**src/rtl/fios_casc_pkg.sv**
```systemverilog
// fios_casc_pkg: shared types and constants for the cascaded FIOS PE-chain sequencer.
// Holds the per-PE control bundle, its idle value, the OPMODE codes and the
// DSP input-mux selector encodings.
package fios_casc_pkg;

  typedef struct packed {
    logic       a_reg_en;
    logic       m_reg_en;
    logic [1:0] mux_A_sel;
    logic [1:0] mux_B_sel;
    logic [1:0] mux_C_sel;
    logic       CREG_en;
    logic [8:0] OPMODE;
    logic       RES_delay_en;
  } pe_ctrl_t;

  typedef enum logic [1:0] {
    ST_IDLE  = 2'd0,
    ST_RUN   = 2'd1,
    ST_DRAIN = 2'd2,
    ST_DONE  = 2'd3
  } ctrl_state_t;

  // OPMODE codes: product, product plus C, product plus C plus cascaded carry
  localparam logic [8:0] OP_M          = 9'h005;
  localparam logic [8:0] OP_M_C        = 9'h185;
  localparam logic [8:0] OP_M_C_PCIN17 = 9'h1D5;

  // A mux: 0=a, 1=RES, 2=m
  localparam logic [1:0] SEL_A_A    = 2'd0;
  localparam logic [1:0] SEL_A_RES  = 2'd1;
  localparam logic [1:0] SEL_A_M    = 2'd2;
  // B mux: 0=b, 1=p'0, 2=p
  localparam logic [1:0] SEL_B_B    = 2'd0;
  localparam logic [1:0] SEL_B_P0   = 2'd1;
  localparam logic [1:0] SEL_B_P    = 2'd2;
  // C mux: 0=C_i, 1=RES_delay, 2=C delay1, 3=zero
  localparam logic [1:0] SEL_C_CI   = 2'd0;
  localparam logic [1:0] SEL_C_RESD = 2'd1;
  localparam logic [1:0] SEL_C_CD1  = 2'd2;
  localparam logic [1:0] SEL_C_ZERO = 2'd3;

  localparam pe_ctrl_t PE_CTRL_IDLE = '{
    a_reg_en:     1'b0,
    m_reg_en:     1'b0,
    mux_A_sel:    2'd3,
    mux_B_sel:    2'd3,
    mux_C_sel:    2'd3,
    CREG_en:      1'b0,
    OPMODE:       9'h000,
    RES_delay_en: 1'b0
  };

  // Downstream PEs add the carry cascaded from their neighbour in the MP slot.
  // The MP slot is the only one that routes m onto the A port.
  function automatic pe_ctrl_t fn_substMp(input pe_ctrl_t b);
    pe_ctrl_t r;
    r = b;
    if (b.mux_A_sel == SEL_A_M) begin
      r.OPMODE = OP_M_C_PCIN17;
    end
    return r;
  endfunction

endpackage

```
**src/rtl/fios_casc_ctrl_skew.sv**
```systemverilog
// ctrl_skew_line: delays the PE0 control bundle by L cycles per PE stage so
// PE k sees the PE0 stream k*L cycles later. Stages feeding PE1 and beyond get
// the cascaded-carry OPMODE in their MP slot. Synchronous active-high clear.
module ctrl_skew_line
  import fios_casc_pkg::*;
#(
  parameter int NUM_PE = 4,
  parameter int L      = 3
) (
  input  logic                     i_clock,
  input  logic                     i_reset,
  input  pe_ctrl_t                 i_pe0,
  output pe_ctrl_t [NUM_PE-1:0]    o_peCtrl
);

  pe_ctrl_t r_line    [NUM_PE-1][L];
  pe_ctrl_t w_stageIn [NUM_PE-1];

  // First stage takes the PE0 bundle with the MP-slot OPMODE substituted
  always_comb begin
    w_stageIn[0] = fn_substMp(i_pe0);
  end

  for (genvar gs = 1; gs < NUM_PE - 1; gs++) begin : g_chain
    assign w_stageIn[gs] = r_line[gs-1][L-1];
  end

  // Shift every stage by one position each cycle, clearing to the idle bundle on reset
  always_ff @(posedge i_clock) begin
    if (i_reset) begin
      for (int s = 0; s < NUM_PE - 1; s++) begin
        for (int d = 0; d < L; d++) begin
          r_line[s][d] <= PE_CTRL_IDLE;
        end
      end
    end else begin
      for (int s = 0; s < NUM_PE - 1; s++) begin
        r_line[s][0] <= w_stageIn[s];
        for (int d = 1; d < L; d++) begin
          r_line[s][d] <= r_line[s][d-1];
        end
      end
    end
  end

  assign o_peCtrl[0] = i_pe0;
  for (genvar gk = 1; gk < NUM_PE; gk++) begin : g_out
    assign o_peCtrl[gk] = r_line[gk-1][L-1];
  end

endmodule

```
**src/rtl/fios_casc_ctrl.sv**
```systemverilog
// fios_casc_ctrl: sequencer for the cascaded FIOS Montgomery PE chain.
// One modular multiplication per start_i: NUM_PE outer iterations of T=3L
// cycles, then an NUM_PE*L drain that flushes the skew line, then a done pulse.
// Optional busy-cycle counter enabled by defining FIOS_CTRL_CYCLE_CNT_EN.
module fios_casc_ctrl
  import fios_casc_pkg::*;
#(
  parameter int NUM_PE = 4,
  parameter int ABREG  = 1,
  parameter int MREG   = 1
) (
  input  logic                       clock_i,
  input  logic                       reset_i,
  input  logic                       start_i,
  output logic                       busy_o,
  output logic                       done_o,
  output logic [$clog2(NUM_PE)-1:0]  a_idx_o,
  output pe_ctrl_t [NUM_PE-1:0]      pe_ctrl_o,
  output logic [31:0]                cycles_o
);

  localparam int L     = 1 + ABREG + MREG;
  localparam int T     = 3 * L;
  localparam int DRAIN = NUM_PE * L;
  localparam int CW    = $clog2(T);
  localparam int IW    = $clog2(NUM_PE);
  localparam int DW    = $clog2(DRAIN);

  ctrl_state_t r_state, w_stateNext;
  logic [CW-1:0] r_cnt, w_cntNext;
  logic [IW-1:0] r_iter, w_iterNext;
  logic [DW-1:0] r_drain, w_drainNext;
  pe_ctrl_t      r_pe0, w_pe0Next;

  // State and counter register
  always_ff @(posedge clock_i) begin
    if (reset_i) begin
      r_state <= ST_IDLE;
      r_cnt   <= '0;
      r_iter  <= '0;
      r_drain <= '0;
    end else begin
      r_state <= w_stateNext;
      r_cnt   <= w_cntNext;
      r_iter  <= w_iterNext;
      r_drain <= w_drainNext;
    end
  end

  // Next-state logic: iterate cnt within a period, iter across periods, then drain
  always_comb begin
    w_stateNext = r_state;
    w_cntNext   = r_cnt;
    w_iterNext  = r_iter;
    w_drainNext = r_drain;
    case (r_state)
      ST_IDLE: begin
        if (start_i) begin
          w_stateNext = ST_RUN;
          w_cntNext   = '0;
          w_iterNext  = '0;
        end
      end
      ST_RUN: begin
        if (r_cnt == CW'(T - 1)) begin
          w_cntNext = '0;
          if (r_iter == IW'(NUM_PE - 1)) begin
            w_stateNext = ST_DRAIN;
            w_iterNext  = '0;
            w_drainNext = '0;
          end else begin
            w_iterNext = r_iter + 1'b1;
          end
        end else begin
          w_cntNext = r_cnt + 1'b1;
        end
      end
      ST_DRAIN: begin
        if (r_drain == DW'(DRAIN - 1)) begin
          w_stateNext = ST_DONE;
        end else begin
          w_drainNext = r_drain + 1'b1;
        end
      end
      default: begin
        w_stateNext = ST_IDLE;
      end
    endcase
  end

  // PE0 bundle decoded from the upcoming cnt/iter so the registered output lines up with cnt
  always_comb begin
    w_pe0Next = PE_CTRL_IDLE;
    if (w_stateNext == ST_RUN) begin
      if (w_cntNext == CW'(0)) begin
        w_pe0Next.a_reg_en  = 1'b1;
        w_pe0Next.mux_A_sel = SEL_A_A;
        w_pe0Next.mux_B_sel = SEL_B_B;
        w_pe0Next.CREG_en   = 1'b1;
        if (w_iterNext == IW'(0)) begin
          w_pe0Next.OPMODE    = OP_M;
          w_pe0Next.mux_C_sel = SEL_C_ZERO;
        end else begin
          w_pe0Next.OPMODE    = OP_M_C;
          w_pe0Next.mux_C_sel = SEL_C_RESD;
        end
      end
      if (w_cntNext == CW'(L)) begin
        w_pe0Next.mux_A_sel = SEL_A_RES;
        w_pe0Next.mux_B_sel = SEL_B_P0;
        w_pe0Next.OPMODE    = OP_M;
      end
      if (w_cntNext == CW'(2 * L - 1)) begin
        w_pe0Next.m_reg_en = 1'b1;
      end
      if (w_cntNext == CW'(2 * L)) begin
        w_pe0Next.mux_A_sel = SEL_A_M;
        w_pe0Next.mux_B_sel = SEL_B_P;
        w_pe0Next.mux_C_sel = SEL_C_CD1;
        w_pe0Next.CREG_en   = 1'b1;
        w_pe0Next.OPMODE    = OP_M_C;
      end
      if (w_cntNext == CW'(3 * L - 1)) begin
        w_pe0Next.RES_delay_en = 1'b1;
      end
    end
  end

  // PE0 bundle output register
  always_ff @(posedge clock_i) begin
    if (reset_i) begin
      r_pe0 <= PE_CTRL_IDLE;
    end else begin
      r_pe0 <= w_pe0Next;
    end
  end

  ctrl_skew_line #(
    .NUM_PE (NUM_PE),
    .L      (L)
  ) u_skew (
    .i_clock  (clock_i),
    .i_reset  (reset_i),
    .i_pe0    (r_pe0),
    .o_peCtrl (pe_ctrl_o)
  );

  assign busy_o  = (r_state == ST_RUN) || (r_state == ST_DRAIN);
  assign done_o  = (r_state == ST_DONE);
  assign a_idx_o = (r_state == ST_RUN) ? r_iter : '0;

`ifdef FIOS_CTRL_CYCLE_CNT_EN
  logic [31:0] r_cycles;

  // Busy-cycle counter: restarts on a new operation, holds after it completes
  always_ff @(posedge clock_i) begin
    if (reset_i) begin
      r_cycles <= '0;
    end else if ((r_state == ST_IDLE) && start_i) begin
      r_cycles <= '0;
    end else if (busy_o) begin
      r_cycles <= r_cycles + 32'd1;
    end
  end

  assign cycles_o = r_cycles;
`else
  assign cycles_o = 32'd0;
`endif

endmodule

```
**config.mk**
```make
export PLATFORM = sky130hd
export DESIGN_NAME = fios_casc_ctrl
export DESIGN_NICKNAME = d
export VERILOG_FILES = /design/src/rtl/fios_casc_pkg.sv /design/src/rtl/fios_casc_ctrl_skew.sv /design/src/rtl/fios_casc_ctrl.sv
export SDC_FILE = /design/constraint.sdc
export NUM_CORES = 1
export LEC_CHECK = 0
export BUFFER_PORTS_ARGS = -buffer_cell sky130_fd_sc_hd__buf_2
export CORE_MARGIN = 3
export CORE_UTILIZATION = 53
export CTS_CLUSTER_DIAMETER = 200
export DETAILED_ROUTE_END_ITERATION = 10
export MAX_ROUTING_LAYER = met4
export PLACE_DENSITY = 0.76
export SLEW_MARGIN = 15
export SYNTH_ARGS = -nofsm -noshare
export SYNTH_HDL_FRONTEND = slang
export SYNTH_SLANG_ARGS = --single-unit
export TNS_END_PERCENT = 30
```
**constraint.sdc**
```tcl
create_clock -name clock_i -period 3.05 [get_ports clock_i]
set_clock_uncertainty 0.1 [all_clocks]
set_input_delay 0.305 -clock clock_i [delete_from_list [all_inputs] [get_ports clock_i]]
set_output_delay 0.305 -clock clock_i [all_outputs]
set_load 0.01 [all_outputs]
```
==> run metrics, run 1 <==
worst slew pin tran=0.968 ns; Hold WC Path Type=in2reg; Final ANT Viol Nets=0; met2 GRT Util=24.4%; fill count=721; GRT met1 Usage=between 10% and 20%; crit-path max FO=23; I/O pin cnt=approximately 120; hold depth=5; flops & latches, synth=121; Final HPWL DP=~4500 um; Non-Filler Instances=about 600; I/O Buffers=68; P_sw=0.831 mW; number of distinct library cells after synthesis=46; placed cell area=approximately 4500 um^2; combinational family with the most area after synthesis=buffers and inverters; YS warnings=0; Syn Inst Count=about 470; die height=between 100 and 150 um; clock sink count=121; Fin. Hold Viols=0; Antenna diodes=0; total power=around 3.7 mW; Flop pwr share=43.4%; Adder-Cell Fraction of Synth Area=approximately 2.4%; DRT Pass-1 Iters=6; # placed instances=564; endpoint type of the worst setup path=flip-flop; pre-CTS setup slack=roughly 0.47 ns; pin count of the biggest net entering global routing=about 110; vias=2724; first-pass GRT wire length=~11000 um; multiplexer area fraction after synthesis=less than 1%; global route overflow=0; final core occ=approximately 60%; Final setup violation count=0; CP Data Required Time=roughly 3.3 ns; Startpoint Class=flip-flop; RSZ-0062 raised after global routing=no; CP Class=reg2reg; core area=around 8400 um^2; Synth Area in Compound Gates=roughly 6.6%; wire length per cell=approximately 12 um; most frequent cells in the layout=dfxtp_1 (121), buf_2 (67), nor2b_1 (62), conb_1 (46), or2_2 (35); routability cong.=~1.0; Synth top area share=51.4%; via-per-instance ratio=roughly 4.6; Post-CTS Resized=0; Starting DRT DRC Count=96; Root Driver=clkbuf_8; Nets=490; CTS Hold Bufs=0; Relative slew margins=between 30% and 40%; CP arrival=around 3 ns; Multi-input gate area=1540 um^2; Max-cap violations=0; outcome=completed; Power Dens Cells=about 730 nW/um^2; initial antenna violation count=0; internal power=between 2 and 3 mW; final worst slack=between 0.2 and 0.3 ns; register area=about 2400 um^2; setup_tns=0 ns; Avg Cell Area, Syn=roughly 10 um^2; met3 usage=5.14%; clk slew on worst S/H paths=about 0.060 ns; row count=33; switching fraction of total power=approximately 22%; clk_lat worst skew=between 0.4 and 0.5 ns; DIE WIDTH=100 um; Fmax=around 0.36 GHz; # DRC=0; Leak=2.23 nW; number of buffers created by CTS=17; largest cells by area after synthesis=dfxtp_1 (51%), buf_4 (17%), nor2b_1 (8.2%); simple-gate share of the synthesized area=19.1%; crit share post-route=around nine tenths; Period minus WS final=between 2 and 3 ns; Slew Viols, Final=0; most common cell after layout, fill and taps aside=dfxtp_1; # Post-CTS Setup Buffers=0; hold slack=0.135 ns; layout cells sized above 1=between 20 and 30%; GRT Overall Usage=~15%; final WL=roughly 7100 um; Mapped Area=4710 um^2; Top Usage Layer GRT=met2; register area share after synthesis=51.4%; VDD IR-drop max=~0.47 mV; fin area=between 5000 and 6000 um^2; H-Tree Depth=4; vias in the first global route=roughly 2.4k; initial core utilization=a little under three fifths; clock group share of total power=between 50% and 60%; Logic pwr share=between 4 and 5%; synth-to-layout area growth=7.94%; cell taking the most area after synthesis=dfxtp_1; clock buffer depth=2; CTS tree=done; post-synthesis xor/xnor area fraction=0.372%; die area=between 10000 and 15000 um^2; Worst R2R Path Depth=7
power groups by stage:
stage | clock network [mW] | registers, mW | logic [mW]
final | 1.94 | 1.62 | 0.168
after floorplan | 0 | 1.65 | 0.188
after detailed placement | 0 | 1.65 | 0.164
after global routing | 2.06 | 1.62 | 0.186
after global placement | 0 | 1.65 | 0.159
after CTS | 1.99 | 1.62 | 0.166
registers in the layout, summed over array words and instances, names as in the netlist:
name	flops
u_skew.r_line	99
r_pe0	10
r_cnt	4
r_drain	4
r_iter	2
r_state	2
cell type report:
| cell class | instances | share of cell area, % |
|---|---|---|
| clock buffer | 17 | 8.14 |
| clock inverter | 14 | 3.42 |
| inverter | 13 | 0.960 |
| multi-input combinational | 256 | 30.4 |
| sequential | 121 | 47.6 |
| tap | 105 | 2.58 |
| timing repair buffer | 69 | 6.89 |
critical path, stage by stage (launching register included):
cell,delay [ns]
dfxtp_1,0.37
inv_1,0.11
ha_1,0.62
mux2i_1,0.42
a21oi_1,0.36
o211ai_1,0.26
a21o_1,0.23
or2_1,0.20
kinds of logic (layout without fill, tap and decap cells):
group,after synthesis,count (layout)
simple gates,151,151
buf+inv,136,113
flops,121,121
compound gates,45,45
fa+ha+maj,9,9
mux,3,3
xor+xnor,2,2
other cells,1,46
synthesized netlist by cell type, drive strengths merged:
library cell / count
o21ai: 6
or3: 2
nand4b: 3
a311oi: 1
o22ai: 1
or2: 38
o211ai: 4
and2: 4
conb: 1
nor2: 13
a22oi: 2
mux2: 1
o21a: 1
o2111ai: 1
inv: 13
a21oi: 10
a221o: 2
xor2: 2
a32oi: 3
nor2b: 62
o31ai: 3
a21boi: 1
nand3: 3
clkbuf: 12
nand2b: 1
and3b: 1
and3: 3
mux2i: 2
a31oi: 2
o41a: 1
a211oi: 1
o21bai: 2
nand2: 11
ha: 9
nor4: 4
buf: 111
nand3b: 3
a21o: 4
dfxtp: 121
nor3: 2
nor3b: 1
per-layer routing:
layer,vias up,share of wire (%)
li1,1376,-
met1,1222,39
met2,109,52
met3,17,7.2
met4,0,2.2
met5,-,0
final timing paths:
check	from	end	slack (ns)
setup reg to reg	r_state[1]$_SDFF_PP0_	r_pe0[12]$_SDFF_PP1_	0.28
hold / removal	reset_i	r_pe0[0]$_SDFF_PP0_	0.13
setup / recovery	r_state[1]$_SDFF_PP0_	r_pe0[12]$_SDFF_PP1_	0.28
hold reg to reg	u_skew.r_line[0][31]$_SDFF_PP1_	u_skew.r_line[0][12]$_SDFF_PP1_	0.31
(Power assumes the default switching activity.)
==> run 2: changes to the inputs <==
--- a/config.mk
+++ b/config.mk
@@ -7,11 +7,11 @@
 export LEC_CHECK = 0
 export BUFFER_PORTS_ARGS = -buffer_cell sky130_fd_sc_hd__buf_2
 export CORE_MARGIN = 3
-export CORE_UTILIZATION = 53
+export CORE_UTILIZATION = 40
 export CTS_CLUSTER_DIAMETER = 200
 export DETAILED_ROUTE_END_ITERATION = 10
 export MAX_ROUTING_LAYER = met4
-export PLACE_DENSITY = 0.76
+export PLACE_DENSITY = 0.6
 export SLEW_MARGIN = 15
 export SYNTH_ARGS = -nofsm -noshare
 export SYNTH_HDL_FRONTEND = slang
==> run metrics, run 2 (same netlist as run 1, synthesis figures left out) <==
I/O Buffers=68 (unchanged); CP arrival=2.82 ns (-0.24 ns); VDD IR-drop max=0.484 mV (+2.6%); DIE WIDTH=115 um (+14%); final core occ=44.8% (-16 points); crit share post-route=86.6% (-4.4 points); pin count of the biggest net entering global routing=85 (-23%); setup_tns=0 ns (unchanged); layout cells sized above 1=28.1% (-0.057 points); outcome=completed; worst slew pin tran=0.748 ns (-0.220 ns); # Post-CTS Setup Buffers=0 (unchanged); clock buffer depth=2 (unchanged); GRT Overall Usage=11.3% (-3.5 points); initial core utilization=41.1% (-15 points); slowest stage delay, CP=0.65 ns (+0.03 ns); most common cell after layout, fill and taps aside=dfxtp_1; Power Dens Cells=730 nW/um^2 (-0.51%); clk slew on worst S/H paths=0.06 ns (about the same); CTS tree=done; DRT Pass-1 Iters=4 (-2); die area=13100 um^2 (+30%); first-pass GRT wire length=11200 um (-0.73%); worst hold path startpoint=reset_i; initial antenna violation count=0 (unchanged); final WL=7160 um (+0.70%); Root Driver=clkbuf_16; Non-Filler Instances=634 (+6.6%); crit-path max FO=23 (unchanged); internal power=2.88 mW (-0.68%); # DRC=0 (unchanged); P_sw=0.869 mW (+4.6%); Biggest register=u_skew.r_line; clk_lat worst skew=0.39 ns (-0.10 ns); number of buffers created by CTS=17 (unchanged); Max-cap violations=0 (unchanged); Relative slew margins=50.1% (+15 points); Antenna diodes=0 (unchanged); H-Tree Depth=4 (unchanged); CP max stage cell=ha_1; Worst Setup SP=r_state[1]$_SDFF_PP0_; wire length per cell=11.3 um (-5.5%); Logic pwr share=4.5% (about the same); Post-CTS Resized=0 (unchanged); CTS Hold Bufs=0 (unchanged); RSZ-0062 raised after global routing=no; Largest regs=u_skew.r_line: 99 flops, r_pe0: 10 flops; Leak=2.22 nW (-0.27%); total power=3.75 mW (+0.50%); final worst slack=0.410 ns (+0.135 ns); switching fraction of total power=23.2% (+0.91 points); Starting DRT DRC Count=188 (+96%); die height=115 um (+14%); critical path cell sequence=inv_1, ha_1, mux2i_1, a21oi_1, o211ai_1, a21o_1, or2_1; most frequent cells in the layout=dfxtp_1 (121), buf_2 (67), nor2b_1 (62), conb_1 (46), or2_2 (35); global route overflow=0 (unchanged); core area=11500 um^2 (+36%); Flop pwr share=43.2% (-0.2 points); row count=39 (+18%); I/O pin cnt=115 (unchanged); routability cong.=0.796 (-24%); r2r startpoint=r_state[1]$_SDFF_PP0_; Final HPWL DP=4800 um (+6.4%); Fin. Hold Viols=0 (unchanged); family with the most delay on the worst path=compound AO/OA/AOI/OAI gates; Startpoint Class=flip-flop; number of flip-flops under the largest register name=99 (unchanged); clock group share of total power=52.4% (+0.3 points); via-per-instance ratio=4.29 (-6.4%); Hold WC Path Type=in2reg; vias in the first global route=2343 (-1.5%); Slew Viols, Final=0 (unchanged); # placed instances=602 (+6.7%); Fmax=0.379 GHz (+5.1%); Final setup violation count=0 (unchanged); pre-CTS setup slack=0.439 ns (-0.0335 ns); CP Class=reg2reg; Nets=490 (unchanged); CP Data Required Time=3.23 ns (-0.11 ns); Final ANT Viol Nets=0 (unchanged); endpoint type of the worst setup path=flip-flop; Period minus WS final=2.64 ns (-0.135 ns); synth-to-layout area growth=9.03%; clock sink count=121 (unchanged); vias=2718 (-0.22%); Worst Path Buf+Inv=1 (unchanged)
[run 2: worst paths after layout]
check                                          end  slack, ns  cells after the start
setup reg to reg              r_pe0[12]$_SDFF_PP1_       0.41                      7
hold / removal                r_iter[0]$_SDFF_PP0_       0.17                      2
setup / recovery              r_pe0[12]$_SDFF_PP1_       0.41                      7
hold reg to reg   u_skew.r_line[0][148]$_SDFF_PP1_       0.30                      1
[run 2: power by group through the flow]
stage	Combinational [mW]	Sequential, mW	Clock, mW
6_report	0.167	1.62	1.96
5_1_grt	0.188	1.62	2.09
4_1_cts	0.167	1.62	2.02
3_5_place_dp	0.166	1.65	0
3_3_place_gp	0.165	1.65	0
2_1_floorplan	0.188	1.65	0
[run 2: per-stage QoR]
step                area, um^2  hold slack (ns)
finish                    5140            0.170
global placement          4540            0.291
detailed placement        4540            0.292
CTS                       5140            0.162
floorplan                 4880            0.289
global route              5140            0.173
[run 2: routing by layer]
layer | wire, um | up-vias | GRT usage, % | share of wire [%]
met2 | 3460 | 85 | 17.2 | 48
met3 | 415 | 9 | 4.76 | 5.8
met5 | 0 | - | - | 0
met1 | 3200 | 1247 | 13.2 | 45
li1 | - | 1377 | - | -
met4 | 81 | 0 | 4.83 | 1.1
[run 2: layout make-up]
class / instances / area, um^2
fill: 1123 / 6330
sequential: 121 / 2420
multi-input combinational: 256 / 1540
clock buffer: 18 / 429
timing repair buffer: 69 / 350
tap: 143 / 179
clock inverter: 14 / 163
inverter: 13 / 48.8
==> run 3: changes to the inputs <==
--- a/config.mk
+++ b/config.mk
@@ -11,9 +11,10 @@
 export CTS_CLUSTER_DIAMETER = 200
 export DETAILED_ROUTE_END_ITERATION = 10
 export MAX_ROUTING_LAYER = met4
-export PLACE_DENSITY = 0.6
+export PLACE_DENSITY = 0.57
 export SLEW_MARGIN = 15
 export SYNTH_ARGS = -nofsm -noshare
 export SYNTH_HDL_FRONTEND = slang
+export SYNTH_HIERARCHICAL = 1
 export SYNTH_SLANG_ARGS = --single-unit
 export TNS_END_PERCENT = 30
==> run metrics, run 3 <==
outcome=completed; most common cell after layout, fill and taps aside=dfxtp_1; DRT Pass-1 Iters=4 (unchanged); leading cell types by count after synthesis=dfxtp_1 (193), buf_4 (108), nor2b_1 (85), or2_1 (54), and2b_1 (24); Hold WC Path Type=in2reg; Starting DRT DRC Count=152 (-19%); Non-Filler Instances=847 (+34%); initial antenna violation count=0 (unchanged); Post-synth ARST share=0% (unchanged); # placed instances=816 (+36%); pin count of the biggest net entering global routing=182 (+110%); Root Driver=clkbuf_16; VDD IR-drop max=0.384 mV (-21%); Synth top area share=57.5% (+6.0 points); largest cells by area after synthesis=dfxtp_1 (57%), buf_4 (12%), nor2b_1 (7.9%); Worst path most repeated cell=inv_1; Antenna diodes=0 (unchanged); routability cong.=0.833 (+4.7%); worst slew pin tran=0.644 ns (-0.104 ns); main flop type after synthesis=dfxtp_1; GRT Overall Usage=11.1% (-0.25 points); I/O Buffers=77 (+13%); Final HPWL DP=6170 um (+28%); YS warnings=6 (+6); endpoint type of the worst setup path=flip-flop; crit share post-route=87.4% (+0.89 points); CP Class=reg2reg; Post-synth EDFFs=0 (unchanged); row count=46 (+18%); die area=18400 um^2 (+40%); global route overflow=0 (unchanged); Post-CTS Resized=0 (unchanged); final WL=9560 um (+34%); Worst R2R Path Depth=7 (unchanged); synth-to-layout area growth=6.77%; Avg Cell Area, Syn=11.0 um^2 (+9.3%); core area=16200 um^2 (+41%); Max-cap violations=0 (unchanged); critical path cell sequence=inv_1, ha_1, inv_1, nor3_1, o21a_1, o2111ai_1, or2_2; I/O pin cnt=115 (unchanged); Relative slew margins=57.0% (+6.9 points); Slew Viols, Final=0 (unchanged); register area=3860 um^2 (+60%); initial core utilization=41.6% (+0.49 points); setup_tns=0 ns (unchanged); Fin. Hold Viols=0 (unchanged); RSZ-0062 raised after global routing=no; hold slack=0.128 ns (-0.0427 ns); number of distinct library cells after synthesis=49 (+6.5%); Power Dens Cells=695 nW/um^2 (-4.7%); Leak=3.04 nW (+37%); Fmax=0.375 GHz (-1.0%); first-pass GRT wire length=15600 um (+39%); most frequent cells in the layout=dfxtp_1 (193), nor2b_1 (85), buf_2 (76), or2_1 (54), conb_1 (42); fill count=1519 (+35%); number of buffers created by CTS=17 (unchanged); CP arrival=2.88 ns (+0.06 ns); via-per-instance ratio=4.12 (-4.0%); Final ANT Viol Nets=0 (unchanged); # DRC=0 (unchanged); register area share after synthesis=57.5% (+6.0 points); most frequent cell after synthesis=dfxtp_1; Biggest register=u_skew/r_line; number of flip-flops under the largest register name=171 (+73%); clock sink count=193 (+60%); flops & latches, synth=193 (+60%); Final setup violation count=0 (unchanged); hold depth=3 (+1); Multi-input gate area=1990 um^2 (+29%); CP Data Required Time=3.26 ns (+0.03 ns); Largest regs=u_skew/r_line: 171 flops, r_pe0: 10 flops; CTS Hold Bufs=0 (unchanged); die height=136 um (+18%); H-Tree Depth=4 (unchanged); Mapped Area=6720 um^2 (+43%); final core occ=44.4% (-0.40 points); Startpoint Class=flip-flop; vias=3487 (+28%); Period minus WS final=2.67 ns (+0.0270 ns); Syn Inst Count=611 (+31%); wire length per cell=11.3 um (about the same); cell taking the most area after synthesis=dfxtp_1; slowest stage delay, CP=0.54 ns (-0.11 ns); CP max stage cell=ha_1; vias in the first global route=3187 (+36%); CTS tree=done; # Post-CTS Setup Buffers=0 (unchanged); layout cells sized above 1=19.5% (-8.6 points); Nets=630 (+29%); DIE WIDTH=136 um (+18%); clock buffer depth=2 (unchanged); crit-path max FO=15 (-35%); clk slew on worst S/H paths=0.07 ns (about the same); clk_lat worst skew=0.42 ns (+0.03 ns)
## run 3: cell types whose count changed after synthesis, moves of 4 or more
cell and delta:
dfxtp_1 +72, or2_1 +51, or2_2 -33, and2b_1 +24
nor2b_1 +23, buf_6 +10, a21oi_1 +6, nand2_1 -5
nor2_1 +5, nor4_1 -4, o211ai_1 -4
## run 3: worst max-delay path, delay by kind of cell, from the launching register on
| family | cells | cell delay [ns] |
|---|---|---|
| AOI/OAI and AO/OA | 2 | 0.52 |
| adders and majority gates | 1 | 0.54 |
| buffers and inverters | 2 | 0.40 |
| DFF | 1 | 0.34 |
| and+or+nand+nor | 2 | 0.65 |
## run 3: per-layer routing
layer / track usage (%) / up-vias / wire [um]
met5: - / - / 0
met4: 6.22 / 0 / 227
met3: 3.83 / 21 / 658
met2: 16.6 / 120 / 4410
met1: 13.0 / 1564 / 4270
li1: - / 1782 / -
## run 3: per-stage QoR
step | setup slack (ns) | cell area (um^2) | power [mW]
global placement | 0.597 | 6590 | 2.86
finish | 0.383 | 7180 | 4.99
detailed placement | 0.405 | 6590 | 2.86
floorplan | 0.932 | 6880 | 2.88
global route | 0.239 | 7180 | 5.21
CTS | 0.399 | 7180 | 5.08
## run 3: final timing paths
path / slack [ns] / from / to
worst max-delay path: 0.38 / r_state[1]$_SDFF_PP0_ / r_pe0[16]$_SDFF_PP1_
worst max register to register: 0.38 / r_state[1]$_SDFF_PP0_ / r_pe0[16]$_SDFF_PP1_
worst min register to register: 0.30 / u_skew/r_line[0][145]$_SDFF_PP1_ / u_skew/r_line[0][126]$_SDFF_PP1_
worst min-delay path: 0.13 / reset_i / r_state[0]$_SDFF_PP0_
## run 3: cell families (layout without fill, tap and decap cells)
kind of cell | Yosys count | in the layout | share of synthesized area [%]
xor+xnor | 3 | 3 | 0.391
buf+inv | 145 | 124 | 15.3
compound gates | 41 | 41 | 4.37
mux | 4 | 4 | 0.633
fa+ha+maj | 8 | 8 | 1.49
flops | 193 | 193 | 57.5
simple gates | 216 | 216 | 20.3
other cells | 1 | 42 | 0.0558
## run 3: layout make-up
type / count / area share (%)
Sequential cell: 193 / 53.8
Multi-Input combinational cell: 314 / 27.7
Clock buffer: 18 / 6.12
Timing Repair Buffer: 79 / 5.79
Tap cell: 216 / 3.76
Clock inverter: 13 / 2.11
Inverter: 14 / 0.732
## run 3: where the power goes
part | internal, mW | switching, mW
logic | 0.0748 | 0.138
registers | 2.57 | 0.0240
clock network | 1.24 | 0.942
total | 3.89 | 1.10
